$ cat src/rtl/i2c_slave_rx_ctrl.sv
// Write-only I2C slave receive controller: oversamples SCL/SDA in the system
// clock domain, tracks bus framing, ACKs its address and hands bytes to the core.
module i2c_slave_rx_ctrl #(
  parameter logic [6:0] DEV_ADDR    = 7'h42,
  parameter int         SYNC_STAGES = 2
) (
  input  logic       clk,
  input  logic       rst_n,
  input  logic       scl_in,
  input  logic       sda_in,
  output logic       sda_oe,
  output logic       shift_en,
  output logic [7:0] rx_data,
  output logic       rx_valid,
  input  logic       rx_ready,
  output logic       addr_match,
  output logic       busy,
  output logic       overrun
);

  typedef enum logic [2:0] {
    S_IDLE, S_ADDR, S_ADDR_ACK, S_DATA, S_DATA_ACK, S_IGNORE
  } state_e;

  // Progress through the ACK slot: first SCL fall, 9th rise, closing fall.
  typedef enum logic [1:0] {
    PH_WAIT_FALL, PH_DRIVE, PH_HOLD
  } ack_ph_e;

  logic [SYNC_STAGES-1:0] scl_sync_q, scl_sync_d;
  logic [SYNC_STAGES-1:0] sda_sync_q, sda_sync_d;
  logic                   scl_prev_q, sda_prev_q;
  logic                   scl_s, sda_s;
  logic                   scl_rise, scl_fall, sda_rise, sda_fall;
  logic                   bus_start, bus_stop;

  state_e     state_q, state_d;
  ack_ph_e    ack_ph_q, ack_ph_d;
  logic [2:0] bit_cnt_q, bit_cnt_d;
  logic [7:0] shadow_q, shadow_d, shadow_next;
  logic       ack_q, ack_d;
  logic       sda_oe_q, sda_oe_d;
  logic       shift_en_q, shift_en_d;
  logic       busy_q, busy_d;
  logic       addr_match_q, addr_match_d;
  logic [7:0] rx_data_q, rx_data_d;
  logic       rx_valid_q, rx_valid_d;
  logic       overrun_q, overrun_d;

  always_comb begin
    scl_sync_d = {scl_sync_q[SYNC_STAGES-2:0], scl_in};
    sda_sync_d = {sda_sync_q[SYNC_STAGES-2:0], sda_in};
  end

  assign scl_s     = scl_sync_q[SYNC_STAGES-1];
  assign sda_s     = sda_sync_q[SYNC_STAGES-1];
  assign scl_rise  = scl_s & ~scl_prev_q;
  assign scl_fall  = ~scl_s & scl_prev_q;
  assign sda_rise  = sda_s & ~sda_prev_q;
  assign sda_fall  = ~sda_s & sda_prev_q;
  assign bus_start = sda_fall & scl_s;
  assign bus_stop  = sda_rise & scl_s;
  assign shadow_next = {shadow_q[6:0], sda_s};

  // Handshake: rx_valid=1 means rx_data holds an unconsumed byte; the byte is
  // taken on any clk edge where rx_valid & rx_ready, and rx_valid drops after it.
  always_comb begin
    state_d      = state_q;
    ack_ph_d     = ack_ph_q;
    bit_cnt_d    = bit_cnt_q;
    shadow_d     = shadow_q;
    ack_d        = ack_q;
    sda_oe_d     = sda_oe_q;
    shift_en_d   = shift_en_q;
    busy_d       = busy_q;
    addr_match_d = addr_match_q;
    rx_data_d    = rx_data_q;
    rx_valid_d   = rx_valid_q & ~rx_ready;
    overrun_d    = 1'b0;

    if (bus_stop) begin
      state_d      = S_IDLE;
      bit_cnt_d    = 3'd0;
      busy_d       = 1'b0;
      addr_match_d = 1'b0;
      shift_en_d   = 1'b0;
      sda_oe_d     = 1'b0;
    end else if (bus_start) begin
      state_d      = S_ADDR;
      ack_ph_d     = PH_WAIT_FALL;
      bit_cnt_d    = 3'd0;
      busy_d       = 1'b1;
      addr_match_d = 1'b0;
      shift_en_d   = 1'b1;
      sda_oe_d     = 1'b0;
    end else begin
      case (state_q)
        S_ADDR, S_DATA: begin
          if (scl_rise) begin
            shadow_d = shadow_next;
            if (bit_cnt_q == 3'd7) begin
              bit_cnt_d  = 3'd0;
              shift_en_d = 1'b0;
              ack_ph_d   = PH_WAIT_FALL;
              if (state_q == S_ADDR) begin
                state_d = S_ADDR_ACK;
                ack_d   = (shadow_next[7:1] == DEV_ADDR) && !shadow_next[0];
              end else begin
                state_d = S_DATA_ACK;
                // A still-pending byte cannot be overwritten: refuse the new one.
                if (!rx_valid_q) begin
                  ack_d      = 1'b1;
                  rx_data_d  = shadow_next;
                  rx_valid_d = 1'b1;
                end else begin
                  ack_d     = 1'b0;
                  overrun_d = 1'b1;
                end
              end
            end else begin
              bit_cnt_d = bit_cnt_q + 3'd1;
            end
          end
        end
        S_ADDR_ACK, S_DATA_ACK: begin
          if (scl_fall && ack_ph_q == PH_WAIT_FALL) begin
            sda_oe_d = ack_q;
            ack_ph_d = PH_DRIVE;
          end else if (scl_rise && ack_ph_q == PH_DRIVE) begin
            ack_ph_d = PH_HOLD;
          end else if (scl_fall && ack_ph_q == PH_HOLD) begin
            sda_oe_d = 1'b0;
            ack_ph_d = PH_WAIT_FALL;
            if (ack_q) begin
              state_d      = S_DATA;
              bit_cnt_d    = 3'd0;
              shift_en_d   = 1'b1;
              addr_match_d = 1'b1;
            end else begin
              state_d    = S_IGNORE;
              shift_en_d = 1'b0;
            end
          end
        end
        default: ;
      endcase
    end
  end

  always_ff @(posedge clk or negedge rst_n) begin
    if (!rst_n) begin
      scl_sync_q   <= '1;
      sda_sync_q   <= '1;
      scl_prev_q   <= 1'b1;
      sda_prev_q   <= 1'b1;
      state_q      <= S_IDLE;
      ack_ph_q     <= PH_WAIT_FALL;
      bit_cnt_q    <= 3'd0;
      shadow_q     <= 8'h00;
      ack_q        <= 1'b0;
      sda_oe_q     <= 1'b0;
      shift_en_q   <= 1'b0;
      busy_q       <= 1'b0;
      addr_match_q <= 1'b0;
      rx_data_q    <= 8'h00;
      rx_valid_q   <= 1'b0;
      overrun_q    <= 1'b0;
    end else begin
      scl_sync_q   <= scl_sync_d;
      sda_sync_q   <= sda_sync_d;
      scl_prev_q   <= scl_s;
      sda_prev_q   <= sda_s;
      state_q      <= state_d;
      ack_ph_q     <= ack_ph_d;
      bit_cnt_q    <= bit_cnt_d;
      shadow_q     <= shadow_d;
      ack_q        <= ack_d;
      sda_oe_q     <= sda_oe_d;
      shift_en_q   <= shift_en_d;
      busy_q       <= busy_d;
      addr_match_q <= addr_match_d;
      rx_data_q    <= rx_data_d;
      rx_valid_q   <= rx_valid_d;
      overrun_q    <= overrun_d;
    end
  end

  assign sda_oe     = sda_oe_q;
  assign shift_en   = shift_en_q;
  assign busy       = busy_q;
  assign addr_match = addr_match_q;
  assign rx_data    = rx_data_q;
  assign rx_valid   = rx_valid_q;
  assign overrun    = overrun_q;

endmodule
$ cat config.mk
export PLATFORM = sky130hd
export DESIGN_NAME = i2c_slave_rx_ctrl
export DESIGN_NICKNAME = d
export VERILOG_FILES = /design/src/rtl/i2c_slave_rx_ctrl.sv
export SDC_FILE = /design/constraint.sdc
export NUM_CORES = 1
export LEC_CHECK = 0
export BUFFER_PORTS_ARGS = -buffer_cell sky130_fd_sc_hd__buf_2
export CAP_MARGIN = 20
export CORE_UTILIZATION = 40
export DETAILED_ROUTE_END_ITERATION = 10
export HOLD_SLACK_MARGIN = 0.06
export PLACE_DENSITY_LB_ADDON = 0.08
export SLEW_MARGIN = 20
export SYNTH_ARGS = -nofsm -noshare
export SYNTH_HDL_FRONTEND = slang
export SYNTH_SLANG_ARGS = --single-unit
$ cat constraint.sdc
create_clock -name clk -period 4.64 [get_ports clk]
set_input_delay 0.232 -clock clk [delete_from_list [all_inputs] [get_ports clk]]
set_output_delay 0.232 -clock clk [all_outputs]
set_load 0.01 [all_outputs]
---- Word level (Yosys, flattened, before mapping) ----
Index checks and enable logic that the tools add are counted.
word-level totals
  flip-flop bits (word level) ............. 36
  word-level logic and storage cells ...... 142
cells by class
  muxes and demuxes ....................... 66
  reduce and logical (&&, ||, !) cells .... 23
  $add $sub $neg .......................... 1
  bitwise operators ....................... 16
  equality and inequality tests ........... 20
operator list
  cell                 count
  $mux 3               17
  $mux 1               39
  $ne 4x4->1 const B   7
  $reduce_and 5->1     3
  $mux 2               6
  $ne 3x3->1 const B   4
  $pmux 3 s2           2
  $reduce_and 6->1     2
  $reduce_bool 3->1    4
  $not 1->1            9
  $reduce_bool 4->1    2
  $and 1x1->1          7
  $eq 7x7->1 const B   1
  $reduce_and 7->1     1
  $eq 3x2->1 const B   2
  $eq 3x3->1 const B   2
  $ne 5x5->1 const B   1
  $logic_and 1x1->1    4
  $pmux 2 s2           1
  $reduce_and 4->1     1
  $reduce_or 2->1      2
  $add 3x1->3 const B  1
  $eq 3x1->1 const B   1
  $reduce_and 3->1     1
  other kinds (6)      6

---- Longest topological paths before layout ----
  depth after elaboration ................. 9
  depth in mapped cells ................... 6

---- Least setup slack after synthesis ----
Ideal clock, no wire load.
  path kind ............................... flip-flop to flip-flop
  start ................................... register scl_sync_q[1]
  end ..................................... register rx_data_q[0], in the netlist rx_data[0]
  buffers on the path ..................... 1
  arrival ................................. 1.809 ns
  slack ................................... 2.706 ns
  cell stages (with the launch flop) ...... 6
  clock period less this slack ............ 1.934 ns
  data required time ...................... 4.515 ns
  setup time .............................. 0.125 ns
  path through ............................ dfstp_2 -> buf_2 -> and4bb_2 -> nand2_1 -> nor4_4 -> mux2_2
between the ends
  cells in the longest elaborated chain, start to end .. 3
ends and longest elaborated chain
  item                                 line    source
  from (decl)                          30      logic [SYNC_STAGES-1:0] scl_sync_q, scl_sync_d;
  from (signal assigned)               169     scl_sync_q <= scl_sync_d;
  $and 1x1->1 (on tied branches)       61, 62
  $not 1->1 (no source line)           --
  $reduce_and 7->1 (no source line) *  --
  to (signal assigned)                 182     rx_data_q <= rx_data_d;
  to (decl)                            46      logic [7:0] rx_data_q, rx_data_d;
Mark *: on every way between the ends. The rest lies on a longest branch, timed or not.
A chain may end at the register's enable or synchronous reset.

---- Final worst setup path ----
  start ................................... register scl_sync_q[1]
  end ..................................... register rx_data_q[6], in the netlist rx_data[6]
The elaborated chain is that of the path after synthesis.

==> results.md <==
* Required @ worst endpoint at 4.81 ns
* Average size of a mapped cell at 12.5 sq um
* Clock root buffer: clkbuf_8
* GR Util All Layers at 16.9%
* Final hold violations at 0
* Fraction of synthesized area in multiplexers at 14.9%
* Yosys reg bits at 36
* Asr flop ratio synth at 100%
* Port Buffers at 18
* CTS clk-pin slew, worst paths at 0.07 ns
* Compound-gate portion of the synthesized area at 9.46%
* Nets at 167
* Setup TNS at 0 ns
* Leakage at 0.000950 uW
* DIE WIDTH at 67.3 um
* Clk sink count at 36
* TritonRoute pass-1 iters at 4
* Crit start category: flip-flop
* Die area at 4530 sq um
* Final-report setup violation count at 0
* Initial core utilization at 42.0%
* Fillers at 364
* Vias in the first global route at 1,119
* RSZ-0062 raised after global routing: no
* CP Capture Type: flip-flop
* Via Count at 1,120
* Arr. time, crit path at 2.30 ns
* Fin. max-slew vios at 0
* Core region area at 4060 sq um
* Adder-Cell Fraction of Synth Area at 2.20%
* Synth top area share at 44.0%
* Cell Area, Synth at 1710 sq um
* CTS tree: built
* Num CTS Buffers at 5
* Post-Synth Simple-Gate Area at 14.9%
* Clk buf depth at 2
* Syn_nets at 144
* Pin count of the biggest net entering global routing at 37
* Fin cells at 210
* Period utilization at 45.9%
* Hold crit path type: in -> reg
* Fmax at 469 MHz
* First-pass GRT wire length at 5.44 mm
* Pwr Total at 894 uW
* Maximum vdd ir drop at 0.228 mV
* Count leader, synth: dfrtp_1
* Post-Synthesis Cells at 136
* H-Tree Depth at 2
* Main combinational cell family by area after synthesis: simple AND/OR/NAND/NOR gates
* Synth warn at 0
* DR WL/cell at 15.7 um
* Top cells by count, synth: dfrtp_1, mux2_2, inv_1
* IO Count at 19
* Final Util at 48.6%
* Site Rows at 23
* ANT nets after route at 0
* PwrDens at 453 nW/um^2
* Post-synth top flop: dfrtp_1
* Layout cells sized above 1 at 36.3%
* Worst slew margin at 47.9%
* Post-CTS Setup Repair Bufs at 0
* Max cap viols at 0
* Register area share after synthesis at 53.3%
* Status: completed
* Post-Place Cells at 199
* Setup Skew at 0.00498 ns
* DPL Wire Length at 2.33 mm
* Number of vias per cell at 5.33
* Leading area contributor after synthesis: dfrtp_1
* DRC violations left at 0
* Die Ht at 67.3 um
* WS Path Type: reg -> reg
* Diodes inserted at 0
* Worst-Margin Slew at 0.782 ns
* Synth Area in XOR/XNOR at 1.03%
* Unique masters post-synth at 44
* Routability cong. at 0.813
* P&R area growth vs syn at 15.6%
* Total gr overflow at 0
* Crit-path max FO at 11
* Drt first-iter violations at 37
* Antenna violations before repair at 0
* Post-synth EDFFs at 0
* Final wirelength at 3.30 mm
* Min Tclk post-route at 2.13 ns
* Later-pin clock latency in the skew report at 0.29 ns
* Synth top area cells: dfrtp_1, mux2_2, dfstp_2, mux2i_1, ha_1
[logic make-up after synthesis]
group	count (synthesis)
flip-flops	36
AND/OR/NAND/NOR	39
adder cells (fa/ha/maj)	3
XOR/XNOR	2
buffers and inverters	13
multiplexers	23
AO/OA/AOI/OAI	20
[layer usage]
metal | vias to the layer above | part of all wire (%) | track usage, %
met3 | 7 | 3.3 | 4.90
met4 | 0 | 1.8 | 7.18
met2 | 19 | 48 | 28.0
met5 | - | 0 | 0
li1 | 539 | - | -
met1 | 555 | 46 | 20.3
[critical path, cell delays in order, from the launching register on]
cell      delay, ns
dfstp_2        0.63
and4bb_2       0.30
nand2_1        0.19
nor4_4         0.48
mux2_2         0.41
[layout by cell type, fill, tap and decap left out, types with 2 or more instances in the layout]
| cell type | instances |
|---|---|
| dfrtp_1 | 30 |
| mux2_2 | 19 |
| buf_2 | 18 |
| inv_1 | 8 |
| clkbuf_8 | 7 |
| nand2_1 | 6 |
| dfstp_2 | 6 |
| nand2b_1 | 5 |
| nor2_1 | 4 |
| nand3_1 | 4 |
| mux2i_1 | 4 |
| o31ai_1 | 3 |
| nor2b_1 | 3 |
| a21oi_1 | 3 |
| o21ai_0 | 3 |
| ha_1 | 3 |
| dlygate4sd3_1 | 3 |
| nor3_1 | 2 |
| nor4_1 | 2 |
| nor4b_1 | 2 |
[final cells by class]
type                       instances  area, sq um  area share, %
multi-input combinational         87          724           36.7
clock inverter                     1         30.0           1.52
timing repair buffer              21          120           6.09
sequential                        36          908           46.1
tap                               50         62.6           3.17
clock buffer                       7         96.3           4.89
inverter                           8         30.0           1.52
[final timing paths]
| path | start | to | slack (ns) | cells after the start |
|---|---|---|---|---|
| setup / recovery | scl_sync_q[1]$_DFF_PN1_ | rx_data[6]$_DFFE_PN0P_ | 2.51 | 4 |
| hold / removal | rx_ready | rx_valid$_DFF_PN0_ | 0.20 | 3 |
| setup reg to reg | scl_sync_q[1]$_DFF_PN1_ | rx_data[6]$_DFFE_PN0P_ | 2.51 | 4 |
| hold reg to reg | sda_sync_q[0]$_DFF_PN1_ | sda_sync_q[1]$_DFF_PN1_ | 0.36 | 0 |
| max in group asynchronous | rst_n | state_q[0]$_DFFE_PN0P_ | 3.58 | 2 |
| min in group asynchronous | rst_n | bit_cnt_q[0]$_DFFE_PN0P_ | 0.56 | 2 |
[flip-flops by register name, summed over array words and instances, names as in the netlist, 2 cells and up]
signal	flops
ack_ph_q	2
bit_cnt_q	3
rx_data	8
scl_sync_q	2
sda_sync_q	2
shadow_q	7
state_q	3
[stage by stage]
stage	setup slack [ns]	cell area, sq um	hold slack, ns
finish	2.51	1970	0.199
global route	2.42	1970	0.220
CTS	2.49	1970	0.188
detailed placement	2.49	1820	0.340
global placement	2.57	1820	0.337
floorplan	2.71	1710	-0.0636
[repair_timing]
| item | in CTS | in global routing |
|---|---|---|
| endpoints found under the hold margin | 32 | 0 |
| setup endpoints to repair | 0 | 0 |
| hold buffers | 3 | 0 |
| resized for setup | 0 | 0 |
[where the power goes]
group / internal, uW / switching [uW]
combinational: 81.4 / 110
clock: 190 / 112
sequential: 356 / 45.2
total: 627 / 267
(Power assumes the default switching activity.)
